**config.mk**
```make
export PLATFORM = sky130hd
export DESIGN_NAME = serial_parity_gen_flat
export DESIGN_NICKNAME = d
export VERILOG_FILES = /design/src/rtl/serial_parity_gen_if.sv /design/src/rtl/serial_parity_gen.sv /design/src/flat_wrapper.sv
export SDC_FILE = /design/constraint.sdc
export NUM_CORES = 1
export LEC_CHECK = 0
export ABC_AREA = 0
export CELL_PAD_IN_SITES_DETAIL_PLACEMENT = 1
export CELL_PAD_IN_SITES_GLOBAL_PLACEMENT = 2
export CORE_MARGIN = 1
export CORE_UTILIZATION = 27
export CTS_CLUSTER_DIAMETER = 60
export DETAILED_ROUTE_END_ITERATION = 7
export PLACE_DENSITY = 0.78
export RECOVER_POWER = 25
export SYNTH_ARGS = -nofsm -noshare
export SYNTH_HDL_FRONTEND = slang
export SYNTH_SLANG_ARGS = --single-unit
```
**constraint.sdc**
```tcl
create_clock -name clk -period 3.4 [get_ports clk]
set_clock_uncertainty 0.1 [all_clocks]
set_input_delay 0.68 -clock clk [delete_from_list [all_inputs] [get_ports clk]]
set_output_delay 0.68 -clock clk [all_outputs]
set_load 0.05 [all_outputs]
```
**src/rtl/serial_parity_gen_if.sv**
```systemverilog
// Handshake bundle for serial_parity_gen.
//   in_valid / in_bit / in_ready     : serial bit stream into the generator
//   out_valid / out_parity / out_ready: one parity bit per completed frame
//   bit_cnt                          : bits accepted so far in the current frame
// The slave modport is the generator's view; master is the stream/sink side.
interface serial_parity_gen_if #(
  parameter int FRAME_LEN = 8
);
  localparam int CW = $clog2(FRAME_LEN);

  logic          in_valid;
  logic          in_bit;
  logic          in_ready;
  logic          out_valid;
  logic          out_parity;
  logic          out_ready;
  logic [CW-1:0] bit_cnt;

  modport master (
    output in_valid, in_bit, out_ready,
    input  in_ready, out_valid, out_parity, bit_cnt
  );

  modport slave (
    input  in_valid, in_bit, out_ready,
    output in_ready, out_valid, out_parity, bit_cnt
  );
endinterface

```
**src/rtl/serial_parity_gen.sv**
```systemverilog
// Serial parity generator: XOR-folds one bit per accepted beat and emits one
// parity bit per frame of FRAME_LEN bits, with valid/ready on both sides.
// Ports:
//   clk    - single clock, rising edge
//   rst_n  - synchronous active-low reset; overrides clr and both handshakes
//   clr    - synchronous frame abort (ignored while a parity bit is held)
//   bus    - serial_parity_gen_if.slave: in_valid/in_bit/in_ready,
//            out_valid/out_parity/out_ready, bit_cnt
// Parameters:
//   FRAME_LEN - data bits per frame (2..256)
//   ODD       - 0: even parity (XOR of bits), 1: odd parity (inverted XOR)
module serial_parity_gen #(
  parameter int FRAME_LEN = 8,
  parameter bit ODD       = 1'b0
) (
  input  logic                      clk,
  input  logic                      rst_n,
  input  logic                      clr,
  serial_parity_gen_if.slave        bus
);
  localparam int          CW   = $clog2(FRAME_LEN);
  localparam logic [CW-1:0] LAST = CW'(FRAME_LEN - 1);

  typedef enum logic [1:0] {
    IDLE  = 2'd0,
    ACCUM = 2'd1,
    HOLD  = 2'd2
  } state_t;

  state_t        state, state_nxt;
  logic          acc, acc_nxt;
  logic [CW-1:0] bit_cnt, bit_cnt_nxt;
  logic          out_valid, out_valid_nxt;
  logic          out_parity, out_parity_nxt;
  logic          in_xfer, out_xfer;

  // in_ready depends only on registered state, so there is no combinational
  // path from out_ready or in_valid back to in_ready.
  assign bus.in_ready   = (state != HOLD);
  assign in_xfer        = bus.in_valid & bus.in_ready;
  assign out_xfer       = out_valid & bus.out_ready;
  assign bus.out_valid  = out_valid;
  assign bus.out_parity = out_parity;
  assign bus.bit_cnt    = bit_cnt;

  always_ff @(posedge clk) begin
    if (!rst_n) begin
      state      <= IDLE;
      acc        <= 1'b0;
      bit_cnt    <= '0;
      out_valid  <= 1'b0;
      out_parity <= 1'b0;
    end else begin
      state      <= state_nxt;
      acc        <= acc_nxt;
      bit_cnt    <= bit_cnt_nxt;
      out_valid  <= out_valid_nxt;
      out_parity <= out_parity_nxt;
    end
  end

  always_comb begin
    state_nxt      = state;
    acc_nxt        = acc;
    bit_cnt_nxt    = bit_cnt;
    out_valid_nxt  = out_valid;
    out_parity_nxt = out_parity;

    unique case (state)
      IDLE: begin
        // An abort in IDLE wins over a same-cycle beat: the beat is dropped.
        if (clr) begin
          acc_nxt     = 1'b0;
          bit_cnt_nxt = '0;
        end else if (in_xfer) begin
          acc_nxt     = bus.in_bit;
          bit_cnt_nxt = CW'(1);
          state_nxt   = ACCUM;
        end
      end

      ACCUM: begin
        if (clr) begin
          acc_nxt     = 1'b0;
          bit_cnt_nxt = '0;
          state_nxt   = IDLE;
        end else if (in_xfer) begin
          if (bit_cnt == LAST) begin
            out_parity_nxt = acc ^ bus.in_bit ^ ODD;
            out_valid_nxt  = 1'b1;
            acc_nxt        = 1'b0;
            bit_cnt_nxt    = '0;
            state_nxt      = HOLD;
          end else begin
            acc_nxt     = acc ^ bus.in_bit;
            bit_cnt_nxt = bit_cnt + CW'(1);
          end
        end
      end

      HOLD: begin
        // clr is deliberately ignored here so a finished parity bit survives.
        if (out_xfer) begin
          out_valid_nxt = 1'b0;
          state_nxt     = IDLE;
        end
      end

      default: begin
        state_nxt = IDLE;
      end
    endcase
  end
endmodule
```
**src/flat_wrapper.sv**
```systemverilog
// flat-port wrapper written by rule: the top's interface ports become plain ports
module serial_parity_gen_flat 
#(
  parameter int FRAME_LEN = 8,
  parameter bit ODD       = 1'b0
)
  (clk, rst_n, clr, bus_in_valid, bus_in_bit, bus_out_ready, bus_in_ready, bus_out_valid, bus_out_parity, bus_bit_cnt);
  serial_parity_gen_if #(.FRAME_LEN(FRAME_LEN)) bus_i ();
  input  logic clk;
  input  logic rst_n;
  input  logic clr;
  input wire logic [$bits(bus_i.in_valid)-1:0] bus_in_valid;
  input wire logic [$bits(bus_i.in_bit)-1:0] bus_in_bit;
  input wire logic [$bits(bus_i.out_ready)-1:0] bus_out_ready;
  output wire logic [$bits(bus_i.in_ready)-1:0] bus_in_ready;
  output wire logic [$bits(bus_i.out_valid)-1:0] bus_out_valid;
  output wire logic [$bits(bus_i.out_parity)-1:0] bus_out_parity;
  output wire logic [$bits(bus_i.bit_cnt)-1:0] bus_bit_cnt;
  assign bus_i.in_valid = bus_in_valid;
  assign bus_i.in_bit = bus_in_bit;
  assign bus_i.out_ready = bus_out_ready;
  assign bus_in_ready = bus_i.in_ready;
  assign bus_out_valid = bus_i.out_valid;
  assign bus_out_parity = bus_i.out_parity;
  assign bus_bit_cnt = bus_i.bit_cnt;
  serial_parity_gen #(.FRAME_LEN(FRAME_LEN), .ODD(ODD)) u_core (.clk(clk), .rst_n(rst_n), .clr(clr), .bus(bus_i));
endmodule
```
==> flow_metrics.tcl, run 1 <==
set metrics [dict create \
    cp.buffers_inverters 1 \
    power_density_nw_per_um2 334.9 \
    cp_top_family "buffers and inverters" \
    critPathSlowestCell "clkdlybuf4s50_1" \
    num-fill-cells 176 \
    areaGrowthSynthToFinish_pct 33.92 \
    cts_buffers 3 \
    period_needed_ps 2403 \
    postRouteAntennaNets 0 \
    power_uw 191.9 \
    netlist_instances 47 \
    cpPeakStageDelay_ps 800 \
    fin_cells 76 \
    die_area_um2 1748 \
    coreArea_um2 1489 \
    drt-initial-drc-count 8 \
    cts_buffer_depth 2 \
    layout.nets 71 \
    cp-start-kind "flip-flop" \
    clk_pin_slew_ps 50 \
    htree_levels 1 \
    final_util 0.3849 \
    grt_usage 0.1346 \
    routed_wl_um 958 \
    seq_area_frac_synth 0.3743 \
    timing.setup.tns_ps 0 \
    slew_viol_final 0 \
    numPortBuffers 11 \
    ctsResizeCount 0 \
    synth.distinct_cells 24 \
    multi_input_area_um2 260.3 \
    viasPerCell 5.118 \
    remaining_drc_errors 0 \
    grt_pass1_wl_um 1697 \
    clock.fmax_mhz 416.1 \
    path_max_fanout 7 \
    slew_headroom 0.6666 \
    cts_setup_buffers 0 \
    pin_count 12 \
    grt_start_max_net_pins 11 \
    rsz0062_at_grt "false" \
    area.sequential_um2 160.2 \
    synthesis.area_um2 427.9 \
    syn_area_per_cell_um2 9.104 \
    hold_depth 2 \
    cap_violations 0 \
    gr-total-overflow 0 \
    firstDrtPassIters 2 \
    layout-drive-gt1-share 0.06667 \
    vias 389 \
    vdd_drop_max_mv 0.2479 \
    cts_root_buf "clkbuf_4" \
    hold_class "reg -> reg" \
    power.leakage_uw 0.0002174 \
    cp.arrival_ps 1620 \
    fp.dieH_um 41.81 \
    first_global_vias 389 \
    synth_nets 56 \
    hold_buffers 0 \
    dpl.hpwl_um 711.4 \
    wl_per_cell_um 12.61 \
    dp_cells 73 \
    cts.sinks 8 \
    endpoint_kind "output port" \
    clk_latency_ps 250 \
    ys_warn_count 0 \
    tightest_slew_ps 498.5 \
    crit_type "reg -> out" \
    cp.depth 2 \
    rows 14 \
    required_ps 2620 \
    antenna_cells 0 \
    antenna_found_initial 0 \
    hold_viol 0 \
    synth-seq-cells 8 \
    min_period_over_period 0.7068 \
    chipWidth_um 41.81 \
    setup_viol 0 \
    cts_tree "built" \
    start_util 0.2874 \
    worstPathCellList "nand2b_1 -> clkdlybuf4s50_1" \
    place.gp.congestion 0.7085 \
    outcome "finished, final reports clean" \
    r2r_cells 5 \
]
==> cell families after synthesis <==
group           Yosys count  synth area share
compound gates           11            0.1813
fa+ha+maj                 3           0.08773
mux                       1           0.02339
buf+inv                   1          0.008764
simple gates             22            0.3041
flops                     8            0.3743
xor+xnor                  1           0.02047
==> area by class of cell <==
type                            count  share of cell area
Multi-Input combinational cell     38              0.4541
Sequential cell                     8              0.2795
Clock buffer                        3             0.03930
Timing Repair Buffer               11              0.1921
Tap cell                           16             0.03493
==> worst paths after layout <==
kind                         start                     to  slack (ps)
min          u_core.bus.out_parity  u_core.bus.out_parity         360
max                u_core.state[0]           bus_in_ready        1000
max reg2reg  u_core.bus.bit_cnt[0]             u_core.acc        1820
min reg2reg  u_core.bus.out_parity  u_core.bus.out_parity         360
==> synth_stat cells <==
| cell | number | area share |
|---|---|---|
| dfxtp_1 | 8 | 0.37 |
| nand2_1 | 5 | 0.044 |
| nand3_1 | 4 | 0.047 |
| ha_1 | 3 | 0.088 |
| nand2b_1 | 3 | 0.044 |
| nor2_1 | 3 | 0.026 |
| o21ai_0 | 3 | 0.035 |
| a21boi_1 | 2 | 0.035 |
| a211oi_1 | 1 | 0.018 |
| a31oi_1 | 1 | 0.015 |
| a32oi_1 | 1 | 0.020 |
| and2_2 | 1 | 0.018 |
| and4bb_1 | 1 | 0.029 |
| clkbuf_1 | 1 | 0.0088 |
| mux2i_1 | 1 | 0.023 |
| nand3b_1 | 1 | 0.018 |
| nor2b_1 | 1 | 0.015 |
| nor3b_1 | 1 | 0.018 |
| nor4bb_1 | 1 | 0.023 |
| o21ai_1 | 1 | 0.012 |
| o21bai_2 | 1 | 0.026 |
| o41ai_1 | 1 | 0.020 |
| or4b_1 | 1 | 0.023 |
| xor2_1 | 1 | 0.020 |
==> power by group <==
part / switching, uW / internal (uW)
logic: 11.5 / 11.3
clock network: 30.9 / 40.3
registers: 2.13 / 95.8
total: 44.5 / 147
==> flip-flops by register name, summed over array words and instances (netlist names) <==
signal                 count
u_core.state               2
u_core.acc                 1
u_core.bus.out_parity      1
u_core.bus.bit_cnt         3
u_core.bus.out_valid       1
==> layer usage <==
layer  vias up  track usage  wire (um)
met1       173       0.1694        477
met4         0      0.05806         10
met3         2      0.07826         66
met2        13       0.1844        404
met5         -            0          0
li1        201            -          -
==> placed cells by master (no fill, tap or decap), drive strengths merged <==
cell           netlist  final
nand3b               1      1
nor4bb               1      1
mux2i                1      1
and2                 1      1
a32oi                1      1
a31oi                1      1
and4bb               1      1
nor2                 3      3
nand2b               3      3
a211oi               1      1
nand2                5      5
nand3                4      4
dlygate4sd3          0      1
o41ai                1      1
clkbuf               1      3
ha                   3      3
clkdlybuf4s50        0     10
xor2                 1      1
or4b                 1      1
o21bai               1      1
o21ai                4      4
a21boi               2      2
dfxtp                8      8
nor3b                1      1
nor2b                1      1
==> worst reg2reg max path: stages, from the launching register on <==
cell and delay, ps:
dfxtp_1 360, ha_1 190, ha_1 270, and4bb_1 240, a211oi_1 220, o21ai_1 90
==> metrics by stage <==
| step | area [um^2] | hold slack (ps) | setup WS (ps) |
|---|---|---|---|
| after CTS | 576.8 | 364.8 | 978.2 |
| after global placement | 554.3 | 348.9 | 1130 |
| after detailed placement | 554.3 | 356.9 | 1067 |
| final | 573.1 | 355.6 | 996.9 |
| after global routing | 573.1 | 396.6 | 923.7 |
| after floorplan | 427.9 | 369.6 | 1593 |
No activity file was read; power rests on OpenSTA's default activity.
==> run 2: changes to the inputs <==
--- a/config.mk
+++ b/config.mk
@@ -9,10 +9,10 @@
 export CELL_PAD_IN_SITES_DETAIL_PLACEMENT = 1
 export CELL_PAD_IN_SITES_GLOBAL_PLACEMENT = 2
 export CORE_MARGIN = 1
-export CORE_UTILIZATION = 27
+export CORE_UTILIZATION = 25
 export CTS_CLUSTER_DIAMETER = 60
 export DETAILED_ROUTE_END_ITERATION = 7
-export PLACE_DENSITY = 0.78
+export PLACE_DENSITY = 0.73
 export RECOVER_POWER = 25
 export SYNTH_ARGS = -nofsm -noshare
 export SYNTH_HDL_FRONTEND = slang
==> constraint.sdc (replaced) <==
create_clock -name clk -period 2.4 [get_ports clk]
set_clock_uncertainty 0.1 [all_clocks]
set_input_delay 0.48 -clock clk [delete_from_list [all_inputs] [get_ports clk]]
set_output_delay 0.48 -clock clk [all_outputs]
set_load 0.05 [all_outputs]
==> run 2 against run 1 <==
  * Die area rose by 7.6%
  * Sequential power is 42% higher
  * Critical path type unchanged
  * Cell area up 2.0%
  * Highest routed layer is now met3
  * The run now ends with DRC left
  * Cell count increased by 1.3%
  * Core utilization fell by 1.0 points
  * Largest cell class unchanged
  * Critical endpoint unchanged
  * Sequential share of layout area fell by 0.54 points
  * First-iteration DRC count up 13%
  * Worst setup slack lost 840 ps
==> flow_metrics.tcl, run 2 (synthesis gave the netlist of run 1 again) <==
set metrics [dict create \
    outcome "finished with violations" \
    violations "DRC" \
    power.leakage_uw 0.0002261 \
    hold_viol 0 \
    pin_count 12 \
    largest_reg_flops 3 \
    cp-start-kind "flip-flop" \
    top_regs "u_core.bus.bit_cnt: 3 flops, u_core.state: 2 flops" \
    pwr-share-clk 0.383 \
    path_max_fanout 7 \
    mostFrequentLayoutCells "clkdlybuf4s50_1 (10), dfxtp_1 (8), nand2_1 (5), nand3_1 (4)" \
    remaining_drc_errors 6 \
    timing.setup.tns_ps 0 \
    grt_usage 0.1340 \
    cts.sinks 8 \
    topRoutingLayerUsed "met3" \
    areaGrowthSynthToFinish_pct 36.55 \
    p_sw_uw 70.65 \
    period_needed_ps 2241 \
    cts_buffer_depth 2 \
    ctsResizeCount 0 \
    hold_class "reg -> reg" \
    hold_slack_ps 361.1 \
    firstDrtPassIters 6 \
    viasPerCell 5.182 \
    routed_wl_um 1030 \
    chipWidth_um 43.37 \
    hold_depth 2 \
    reg2reg_slack_ps 740 \
    cp.arrival_ps 1660 \
    final_util 0.3748 \
    tightest_slew_ps 492.3 \
    wl_met3_um 75 \
    slew_headroom 0.6708 \
    cts_tree "built" \
    top_register "u_core.bus.bit_cnt" \
    place.gp.congestion 0.7673 \
    rows 14 \
    p_int_uw 210.4 \
    layout.nets 72 \
    vdd_drop_max_mv 0.2589 \
    grt_pass1_wl_um 1752 \
    power_uw 281.0 \
    clock.fmax_mhz 446.2 \
    combinationalPowerShare 0.123 \
    endpoint_kind "output port" \
    htree_levels 1 \
    whs_endpoint "u_core.bus.out_parity" \
    clk_latency_ps 260 \
    hold_buffers 0 \
    grt_start_max_net_pins 11 \
    cap_violations 0 \
    antenna_cells 0 \
    numPortBuffers 11 \
    power_density_nw_per_um2 480.9 \
    gr-total-overflow 0 \
    crit_type "reg -> out" \
    die_area_um2 1881 \
    final_common_cell "clkdlybuf4s50_1" \
    layout-drive-gt1-share 0.09836 \
    fp.dieH_um 43.37 \
    coreArea_um2 1559 \
    met1_length_um 542 \
    setup_viol 0 \
    drt-initial-drc-count 9 \
    wl_per_cell_um 13.38 \
    r2r_cells 5 \
    clk_pin_slew_ps 60 \
    p_sw_frac 0.2514 \
    antenna_found_initial 0 \
    required_ps 1820 \
    seqPwrFrac 0.494 \
    min_period_over_period 0.9338 \
    wl_met2_um 413 \
    first_global_vias 374 \
    hp-start "u_core.bus.out_parity" \
    num-fill-cells 181 \
    r2r_start "u_core.bus.bit_cnt[0]" \
    cts_setup_buffers 0 \
    r2r-end "u_core.acc" \
    start_util 0.2745 \
    cts_root_buf "clkbuf_4" \
    slew_viol_final 0 \
    postRouteAntennaNets 0 \
    rsz0062_at_grt "false" \
    cts_buffers 3 \
    dpl.hpwl_um 708.9 \
    vias 399 \
]
## run 2: area by class of cell
type	count	area (um^2)	area share
Clock buffer	3	22.52	0.03854
Multi-Input combinational cell	38	264.0	0.4518
Timing Repair Buffer	12	117.6	0.2013
Sequential cell	8	160.2	0.2741
Tap cell	16	20.02	0.03426
## run 2: power by group through the flow
stage	Sequential (uW)	Clock, uW	Combinational [uW]
finish	139	108	34.5
global route	139	121	37.6
CTS	139	113	35.0
detailed placement	142	0	34.8
global placement	142	0	34.7
floorplan	144	0	14.7
## run 2: critical path, stage by stage, from the launching register on
cell	delay, ps
dfxtp_1	420
nand2b_1	180
clkdlybuf4s50_1	810
## run 2: metal layers
layer / up-vias / GRT usage
met1: 185 / 0.1745
met3: 0 / 0.07500
met2: 12 / 0.1909
li1: 202 / -
met5: - / 0
met4: 0 / 0.03750
## run 2: through the flow
stage                     cell area, um^2  setup slack (ps)  cells
after floorplan                     427.9             593.1     47
after global placement              561.8             433.6     74
after detailed placement            561.8             402.2     74
after CTS                           584.3             144.0     77
after global routing                584.3             90.39     77
final                               584.3             159.0     77
## run 2: how the worst max path moves through the flow
stage / to / from / slack (ps) / cells past startpoint
floorplan: u_core.acc / u_core.bus.bit_cnt[0] / 590 / 5
global placement: u_core.bus.bit_cnt[2] / clr / 430 / 4
detailed placement: u_core.bus.bit_cnt[2] / clr / 400 / 4
CTS: bus_in_ready / u_core.state[0] / 140 / 2
global route: bus_in_ready / u_core.state[0] / 90 / 2
finish: bus_in_ready / u_core.state[0] / 160 / 2
==> run 3: changes to the inputs <==
--- a/config.mk
+++ b/config.mk
@@ -6,6 +6,7 @@
 export NUM_CORES = 1
 export LEC_CHECK = 0
 export ABC_AREA = 0
+export CAP_MARGIN = 20
 export CELL_PAD_IN_SITES_DETAIL_PLACEMENT = 1
 export CELL_PAD_IN_SITES_GLOBAL_PLACEMENT = 2
 export CORE_MARGIN = 1
==> results of run 3 <==
No change in the layout: final DEF, timing and power equal those of run 2.
